[src/rtl/mem_rd_arbiter.sv]
// Round-robin arbiter sharing one burst memory read port between the I-cache (m0)
// and the D-cache (m1); one burst in flight, beats routed to the granted requester only.
module mem_rd_arbiter #(
  parameter int unsigned ADDR_WIDTH = 32,
  parameter int unsigned DATA_WIDTH = 32,
  parameter int unsigned MAX_BEATS  = 8,
  parameter int unsigned CNT_WIDTH  = 4
) (
  input  logic                  clk,
  input  logic                  rst,
  input  logic                  from_m0_rd_req_valid,
  input  logic [ADDR_WIDTH-1:0] from_m0_rd_req_addr,
  output logic                  to_m0_rd_req_ready,
  output logic                  to_m0_rd_rsp_valid,
  output logic [DATA_WIDTH-1:0] to_m0_rd_rsp_data,
  output logic                  to_m0_rd_rsp_last,
  input  logic                  from_m0_rd_rsp_ready,
  input  logic                  from_m1_rd_req_valid,
  input  logic [ADDR_WIDTH-1:0] from_m1_rd_req_addr,
  output logic                  to_m1_rd_req_ready,
  output logic                  to_m1_rd_rsp_valid,
  output logic [DATA_WIDTH-1:0] to_m1_rd_rsp_data,
  output logic                  to_m1_rd_rsp_last,
  input  logic                  from_m1_rd_rsp_ready,
  output logic                  to_mem_rd_req_valid,
  output logic [ADDR_WIDTH-1:0] to_mem_rd_req_addr,
  input  logic                  from_mem_rd_req_ready,
  input  logic                  from_mem_rd_rsp_valid,
  input  logic [DATA_WIDTH-1:0] from_mem_rd_rsp_data,
  input  logic                  from_mem_rd_rsp_last,
  output logic                  to_mem_rd_rsp_ready,
  output logic                  grant_id,
  output logic                  busy,
  output logic                  overrun_err
);

  typedef enum logic [1:0] {
    IDLE = 2'd0,
    REQ  = 2'd1,
    RSP  = 2'd2
  } state_e;

  localparam logic [CNT_WIDTH-1:0] CntMax   = CNT_WIDTH'(MAX_BEATS);
  localparam logic [CNT_WIDTH-1:0] CntSat   = {CNT_WIDTH{1'b1}};

  state_e                state_q, state_d;
  logic [ADDR_WIDTH-1:0] addr_q, addr_d;
  logic                  grant_q, grant_d;
  logic                  last_grant_q, last_grant_d;
  logic [CNT_WIDTH-1:0]  beat_cnt_q, beat_cnt_d;
  logic                  overrun_q, overrun_d;

  logic                  pick_m1;
  logic                  rsp_ready_sel;
  logic                  beat_xfer;

  // m1 wins when it is alone, or on a tie when m0 was served last.
  assign pick_m1 = from_m1_rd_req_valid & (~from_m0_rd_req_valid | ~last_grant_q);
  assign rsp_ready_sel = grant_q ? from_m1_rd_rsp_ready : from_m0_rd_rsp_ready;
  assign beat_xfer = (state_q == RSP) & from_mem_rd_rsp_valid & rsp_ready_sel;

  always_comb begin
    state_d             = state_q;
    addr_d              = addr_q;
    grant_d             = grant_q;
    last_grant_d        = last_grant_q;
    beat_cnt_d          = beat_cnt_q;
    overrun_d           = overrun_q;
    to_m0_rd_req_ready  = 1'b0;
    to_m1_rd_req_ready  = 1'b0;
    to_m0_rd_rsp_valid  = 1'b0;
    to_m1_rd_rsp_valid  = 1'b0;
    to_m0_rd_rsp_data   = '0;
    to_m1_rd_rsp_data   = '0;
    to_m0_rd_rsp_last   = 1'b0;
    to_m1_rd_rsp_last   = 1'b0;
    to_mem_rd_req_valid = 1'b0;
    to_mem_rd_rsp_ready = 1'b0;

    case (state_q)
      IDLE: begin
        if (from_m0_rd_req_valid || from_m1_rd_req_valid) begin
          grant_d            = pick_m1;
          addr_d             = pick_m1 ? from_m1_rd_req_addr : from_m0_rd_req_addr;
          beat_cnt_d         = '0;
          state_d            = REQ;
          to_m0_rd_req_ready = ~pick_m1;
          to_m1_rd_req_ready = pick_m1;
        end
      end
      REQ: begin
        to_mem_rd_req_valid = 1'b1;
        if (from_mem_rd_req_ready) begin
          state_d = RSP;
        end
      end
      RSP: begin
        to_mem_rd_rsp_ready = rsp_ready_sel;
        if (grant_q) begin
          to_m1_rd_rsp_valid = from_mem_rd_rsp_valid;
          to_m1_rd_rsp_data  = from_mem_rd_rsp_data;
          to_m1_rd_rsp_last  = from_mem_rd_rsp_last;
        end else begin
          to_m0_rd_rsp_valid = from_mem_rd_rsp_valid;
          to_m0_rd_rsp_data  = from_mem_rd_rsp_data;
          to_m0_rd_rsp_last  = from_mem_rd_rsp_last;
        end
        // Any beat past a full line is an overrun; the counter saturates.
        if (beat_xfer) begin
          if (beat_cnt_q >= CntMax) begin
            overrun_d = 1'b1;
          end
          if (beat_cnt_q != CntSat) begin
            beat_cnt_d = beat_cnt_q + CNT_WIDTH'(1);
          end
          if (from_mem_rd_rsp_last) begin
            last_grant_d = grant_q;
            state_d      = IDLE;
          end
        end
      end
      default: state_d = IDLE;
    endcase
  end

  always_ff @(posedge clk or negedge rst) begin
    if (!rst) begin
      state_q      <= IDLE;
      addr_q       <= '0;
      grant_q      <= 1'b0;
      last_grant_q <= 1'b1;
      beat_cnt_q   <= '0;
      overrun_q    <= 1'b0;
    end else begin
      state_q      <= state_d;
      addr_q       <= addr_d;
      grant_q      <= grant_d;
      last_grant_q <= last_grant_d;
      beat_cnt_q   <= beat_cnt_d;
      overrun_q    <= overrun_d;
    end
  end

  assign to_mem_rd_req_addr = addr_q;
  assign grant_id           = grant_q;
  assign busy               = (state_q != IDLE);
  assign overrun_err        = overrun_q;

endmodule
[config.mk]
export PLATFORM = sky130hd
export DESIGN_NAME = mem_rd_arbiter
export DESIGN_NICKNAME = d
export VERILOG_FILES = /design/src/rtl/mem_rd_arbiter.sv
export SDC_FILE = /design/constraint.sdc
export NUM_CORES = 1
export LEC_CHECK = 0
export CELL_PAD_IN_SITES_DETAIL_PLACEMENT = 1
export CELL_PAD_IN_SITES_GLOBAL_PLACEMENT = 2
export CORE_MARGIN = 1.5
export CORE_UTILIZATION = 15
export CTS_BUF_LIST = sky130_fd_sc_hd__clkbuf_4 sky130_fd_sc_hd__clkbuf_8 sky130_fd_sc_hd__clkbuf_16
export DETAILED_ROUTE_END_ITERATION = 8
export PLACE_DENSITY_LB_ADDON = 0.1
export SLEW_MARGIN = 20
export SYNTH_ARGS = -nofsm -noshare
export SYNTH_HDL_FRONTEND = slang
export SYNTH_SLANG_ARGS = --single-unit
[constraint.sdc]
create_clock -name clk -period 1.76 [get_ports clk]
set_input_delay 0.264 -clock clk [delete_from_list [all_inputs] [get_ports clk]]
set_output_delay 0.264 -clock clk [all_outputs]
set_load 0.01 [all_outputs]
==> flow_summary_export.csv, run 1 <==
group,metric,value,unit
outcome,status,"finished, violations left",
outcome,violations,"negative setup slack",
global_route,antenna_found_initial,0,
sta,worst_slack,-0.1525,ns
detailed_routing,first_pass_iters,5,
placed_design,io_buffers,211,
cells_and_area,syn2layout_area_growth,147.1,%
setup_path,crit_end,"to_m0_rd_rsp_data[30]",
pwr,switching_share,35.84,%
sta,fmax,522.9,MHz
setup_path,cp_max_fo,5,
cells_and_area,multi_input_area,1314,um^2
clock_network,clk_pin_slew_worst_paths,0.07,ns
clock_network,clock_path_buffers,2,
global_route,grt.overflow.total,0,
synthesis,syn_nets,344,
sta,finClkSkew,0.008402,ns
sta,post-route-period-util,108.7,%
floorplan,dieHeight,126.3,um
global_route,grt_pass1_wl,18510,um
synthesis,yosysWarnings,0,
synthesis,syn_avg_cell_area,9.624,um^2
detailed_routing,drtIter0Drc,166,
pwr,combPwrFrac,64.9,%
clock_network,cts_max_level,2,
synthesis,syn_area,2281,um^2
setup_path,crit_path_start_kind,"register",
sta,slew_viol_final,0,
setup_path,cp.required,1.50,ns
setup_path,worstPathArrival,1.65,ns
floorplan,core_region_area,14700,um^2
setup_path,cp-startpoint,"state_q[0]",
detailed_routing,drtAntennaViolNets,0,
synthesis,ys_seq_area_share,45.04,%
floorplan,fp-row-count,44,
global_route,grt_max_degree,33,
detailed_routing,wl,12150,um
floorplan,ios,212,
cells_and_area,drive_gt1_share,42.24,%
setup_path,reg2reg_depth,6,
setup_path,path_class,"reg -> out",
pwr,p_leak,2.634,nW
clock_network,cts_sinks,41,
cells_and_area,seq_area,1027,um^2
clock_network,cts-root-buf,"clkbuf_16",
placed_design,dpl.hpwl,8430,um
clock_network,numCtsBuffers,5,
clock_network,clkLatencyLatePin,0.28,ns
sta,tightestPinTransition,0.4557,ns
synthesis,ys_seq_elements,41,
floorplan,die_area,15960,um^2
global_route,grt_use_total,14.92,%
detailed_routing,num_vias,2933,
sta,setup_violations,49,
synthesis,syn_inst,237,
pwr,clkPwrFrac,13.4,%
sta,post-route-min-period,1.913,ns
detailed_routing,via_per_inst,4.352,
pwr,p_int,4.801,mW
placed_design,postPlaceCellArea,4722,um^2
run,maxCapViolCount,0,
sta,relSlewSlack,69.62,%
cells_and_area,fin_area,5637,um^2
detailed_routing,drc,0,
floorplan,start_util,15.52,%
pwr,finalPower,7.483,mW
cells_and_area,nets,596,
setup_path,regToRegSetupSlack,0.11,ns
pwr,ir_worst_vdd,0.4802,mV
hold_path,hold_class,"in -> async",
detailed_routing,wire_per_inst,18.02,um
clock_network,cts_tree,"done",
global_route,grt_pass1_vias,3260,
cells_and_area,nFillCells,1604,
pwr,p_switching,2.682,mW
sta,final_hold_viol_count,0,
pwr,power.share.sequential,21.7,%
setup_path,worstReg2RegEnd,"to_mem_rd_req_addr[19]",
sta,rsz0062_at_grt,"yes",
placed_design,dp_slack,-0.1850,ns
cells_and_area,n_antenna_cell,0,
setup_path,crit_path_end_kind,"primary output",
floorplan,dieWidth,126.3,um
placed_design,gp_congestion,0.7549,
pwr,power_density,1328,nW/um^2
setup_path,r2r-start,"state_q[1]",
synthesis,synth.distinct_cells,29,
[metrics by stage]
step           TNS, ns  util [%]  instances  hold WS (ns)
2_1_floorplan        0         -        237      -0.03159
4_1_cts         -6.752     35.84        672        0.4681
3_5_place_dp    -11.50     32.12        634        0.2478
6_report        -2.857     38.35        674        0.4500
5_1_grt         -7.368     38.35        674        0.4927
3_3_place_gp    -10.32     32.12        634        0.2421
[timing repair]
item                                   4_1_cts  5_1_grt
gates cloned                                 2        1
setup endpoints to repair                   74      104
buffers inserted                            27        6
endpoints found under the hold margin       17        0
gates resized for setup                    384       91
hold buffers                                 1        0
pin swaps                                   31       13
[worst max-delay path: stages, from the launching register on]
cell	delay [ns]
dfrtp_1	0.40
nand2b_4	0.17
nor2_4	0.17
clkbuf_16	0.18
buf_12	0.11
buf_6	0.10
and2_4	0.13
buf_6	0.10
[worst min path at each step]
stage / start / cells past startpoint / slack, ns / endpoint
after global placement: rst / 1 / 0.24 / to_mem_rd_req_addr[15]
after CTS: rst / 2 / 0.47 / to_mem_rd_req_addr[18]
after detailed placement: rst / 1 / 0.25 / to_mem_rd_req_addr[18]
after floorplan: rst / 0 / -0.03 / beat_cnt_q[0]
final: rst / 2 / 0.45 / to_mem_rd_req_addr[18]
after global routing: rst / 2 / 0.49 / to_mem_rd_req_addr[15]
[power groups by stage]
stage	Combinational (mW)	Sequential, mW	Clock [mW]
2_1_floorplan	1.42	1.78	0
4_1_cts	4.55	1.62	1.04
3_5_place_dp	3.82	1.61	0
5_1_grt	5.23	1.68	1.08
6_report	4.86	1.63	0.999
3_3_place_gp	3.80	1.59	0
[cells in the mapped netlist (all sizes together)]
cell    count  area share [%]
nand2b      3            0.82
clkbuf     14             2.3
dfstp       1             1.2
a222oi     32              14
a221o       2            0.88
nor3        2            0.66
and2       33             9.1
nor2b       2            0.55
nand3       1            0.22
nand2       3            0.49
and4        1            0.38
a21oi       1            0.22
dfrtp      40              44
nor3b       1            0.33
o311ai      1            0.38
a21o        3            0.99
buf         7             2.6
mux2        1            0.49
and3       37              10
mux2i       2            0.88
nor2        7             1.3
o21ai       3            0.66
ha          2             1.1
inv        37             6.1
a22o        1            0.38
[layer usage]
| layer | wire length [um] | vias to the layer above | track usage [%] | part of all wire [%] |
|---|---|---|---|---|
| met5 | 0 | - | 0 | 0 |
| met2 | 6521 | 94 | 27.47 | 54 |
| li1 | - | 1361 | - | - |
| met1 | 4676 | 1464 | 17.32 | 38 |
| met3 | 711 | 14 | 4.007 | 5.9 |
| met4 | 238 | 0 | 3.245 | 2.0 |
[cells in the final DEF (no fill, tap or decap), types with 3 or more instances in the layout]
master	count
a21o_1	3
a222oi_1	32
and2_1	5
and2_4	28
and3_1	3
and3_4	34
buf_12	8
buf_2	10
buf_4	19
buf_6	83
buf_8	3
clkbuf_16	6
clkbuf_2	3
clkdlybuf4s50_1	135
dfrtp_1	40
inv_1	37
nand2_1	3
nor2_1	5
[registers in the layout, indices dropped and copies added, names as in the netlist]
signal and flops:
beat_cnt_q 4, grant_id 1, last_grant_q 1, overrun_err 1
state_q 2, to_mem_rd_req_addr 32
[logic make-up after synthesis]
family	count (synthesis)	synth area share, %
compound gates	43	17.55
fa+ha+maj	2	1.097
buf+inv	58	11.03
flops	41	45.04
mux	3	1.371
simple gates	90	23.92
[area by class of cell]
cell class              count  share of cell area, %
repair buffers            266                  49.06
clock buffers               7                  2.708
multi-input cells         138                  23.31
flip-flops and latches     41                  18.22
clock inverters             1                 0.1554
well taps                 184                  4.084
inverters                  37                  2.464
Power figures use the tool's default switching activity.
==> inputs of run 2 (changes only) <==
- CORE_MARGIN: 1.5 -> 2
==> run 2 against run 1 <==
  * The run still ends with negative setup slack left
  * First-iteration DRC count is 4.8% lower
  * Hold slack better by 0.017 ns
  * Via count is 2.3% lower
  * Maximum frequency is 3.4% higher
  * Non-clock buffer count is 9 lower
  * Worst setup slack better by 0.063 ns
  * Power is 1.1% lower
  * Critical path depth stayed put
  * Sequential share of layout area is 0.60 points higher
  * Flip-flop and latch count stayed put
  * Highest routed layer unchanged
==> flow_summary_export.csv, run 2 (synthesis gave the netlist of run 1 again) <==
group,metric,value,unit
outcome,status,"finished, violations left",
outcome,violations,"negative setup slack",
placed_design,io_buffers,211,
detailed_routing,num_vias,2867,
setup_path,worst-path-stages,7,
sta,finalHoldWorstSlack,0.4671,ns
setup_path,reg2reg_depth,9,
global_route,grt_pass1_vias,3076,
clock_network,cts_max_level,2,
setup_path,cp.required,1.50,ns
hold_path,holdPathStages,1,
hold_path,hold_class,"reg -> reg",
sta,slew_viol_final,0,
cells_and_area,drive_gt1_share,37.42,%
global_route,grt.overflow.total,0,
cells_and_area,layoutNonFillerInstCount,669,
clock_network,numCtsBuffers,5,
cells_and_area,nets,587,
detailed_routing,first_pass_iters,6,
floorplan,dieHeight,127.3,um
cells_and_area,fin_area,5463,um^2
setup_path,cp_slowest_stage_delay,0.39,ns
cells_and_area,seq_area,1028,um^2
pwr,ir_worst_vdd,0.5299,mV
cells_and_area,final_cell_mix,"clkdlybuf4s50_1 (136), buf_6 (53), dfrtp_1 (39)",
clock_network,clk_pin_slew_worst_paths,0.06,ns
setup_path,crit_path_start_kind,"register",
cells_and_area,final_util,36.34,%
global_route,antenna_found_initial,0,
placed_design,dpl.hpwl,8189,um
sta,rsz0062_at_grt,"yes",
global_route,grt_use_total,14.02,%
setup_path,cp_max_fo,5,
detailed_routing,drtIter0Drc,158,
floorplan,dieWidth,127.3,um
pwr,power_density,1355,nW/um^2
detailed_routing,via_per_inst,4.286,
sta,post-route-min-period,1.849,ns
clock_network,cts_tree,"done",
cells_and_area,n_antenna_cell,0,
detailed_routing,drtAntennaViolNets,0,
placed_design,postPlaceCellArea,4780,um^2
global_route,grt_max_degree,35,
sta,post-route-period-util,105.1,%
clock_network,clkLatencyLatePin,0.29,ns
setup_path,crit_path_end_kind,"primary output",
floorplan,core_region_area,15030,um^2
detailed_routing,wire_per_inst,18.26,um
floorplan,fp-row-count,45,
cells_and_area,largest_register_ffs,32,
setup_path,regToRegSetupSlack,0.01,ns
placed_design,placed_cells,640,
sta,tightestPinTransition,0.5169,ns
sta,relSlewSlack,65.54,%
cells_and_area,syn2layout_area_growth,139.5,%
setup_path,crit_chain,"buf_6, nor2b_4, buf_12, buf_12, clkbuf_16, and3_4, buf_6",
detailed_routing,drc,0,
clock_network,cts_sinks,41,
setup_path,cp.buffers_inverters,5,
sta,setup_violations,25,
floorplan,die_area,16210,um^2
placed_design,dp_slack,-0.2570,ns
cells_and_area,layout_commonest_cell,"clkdlybuf4s50_1",
placed_design,gp_congestion,0.7365,
clock_network,clock_path_buffers,2,
sta,fmax,540.7,MHz
cells_and_area,multi_input_area,1245,um^2
setup_path,worstPathArrival,1.59,ns
floorplan,ios,212,
sta,final_hold_viol_count,0,
sta,worst_slack,-0.08931,ns
global_route,grt_pass1_wl,17740,um
pwr,p_leak,2.592,nW
setup_path,cp_top_family,"buffers and inverters",
detailed_routing,wl,12220,um
cells_and_area,nFillCells,1664,
clock_network,cts-root-buf,"clkbuf_16",
setup_path,crit_slowest_cell,"dfrtp_1",
setup_path,path_class,"reg -> out",
floorplan,start_util,15.17,%
sta,finClkSkew,0.003747,ns
run,maxCapViolCount,0,
run 2: metal layers:
| metal | wire (um) | GRT usage [%] | part of all wire (%) |
|---|---|---|---|
| met4 | 163 | 3.297 | 1.3 |
| met1 | 5052 | 17.42 | 41 |
| met3 | 667 | 3.476 | 5.5 |
| met2 | 6332 | 24.47 | 52 |
| met5 | 0 | 0 | 0 |
run 2: worst paths after layout:
check / from / to
worst min register to register: overrun_err / overrun_err
worst min-delay path: overrun_err / overrun_err
worst max-delay path: state_q[0] / to_m1_rd_rsp_data[27]
max in group asynchronous: rst / overrun_err
min in group asynchronous: rst / to_mem_rd_req_addr[17]
worst max register to register: state_q[0] / to_mem_rd_req_addr[15]
run 2: per-stage QoR:
step	TNS (ns)	power (mW)
2_1_floorplan	0	3.203
3_3_place_gp	-12.71	5.493
3_5_place_dp	-13.36	5.526
4_1_cts	-3.772	7.053
5_1_grt	-8.323	7.927
6_report	-1.612	7.401
run 2: timing repair:
item,4_1_cts,5_1_grt
gates cloned,4,5
resized for setup,344,74
hold buffers,1,0
setup buffers,11,4
endpoints found under the setup margin,74,89
pin swaps,16,20
hold endpoints to repair,18,0
run 2: area by class of cell:
cell class	count	share of cell area [%]
clock inverter	1	0.1374
sequential	41	18.83
tap	188	4.306
clock buffer	7	2.565
multi-input combinational	138	22.79
inverter	37	2.542
timing repair buffer	257	48.83
run 2: power breakdown:
group | internal, mW | switching (mW) | leakage, nW
Combinational | 2.77 | 2.05 | 2.01
Clock | 0.558 | 0.389 | 0.0710
Sequential | 1.37 | 0.268 | 0.511
Total | 4.70 | 2.70 | 2.59
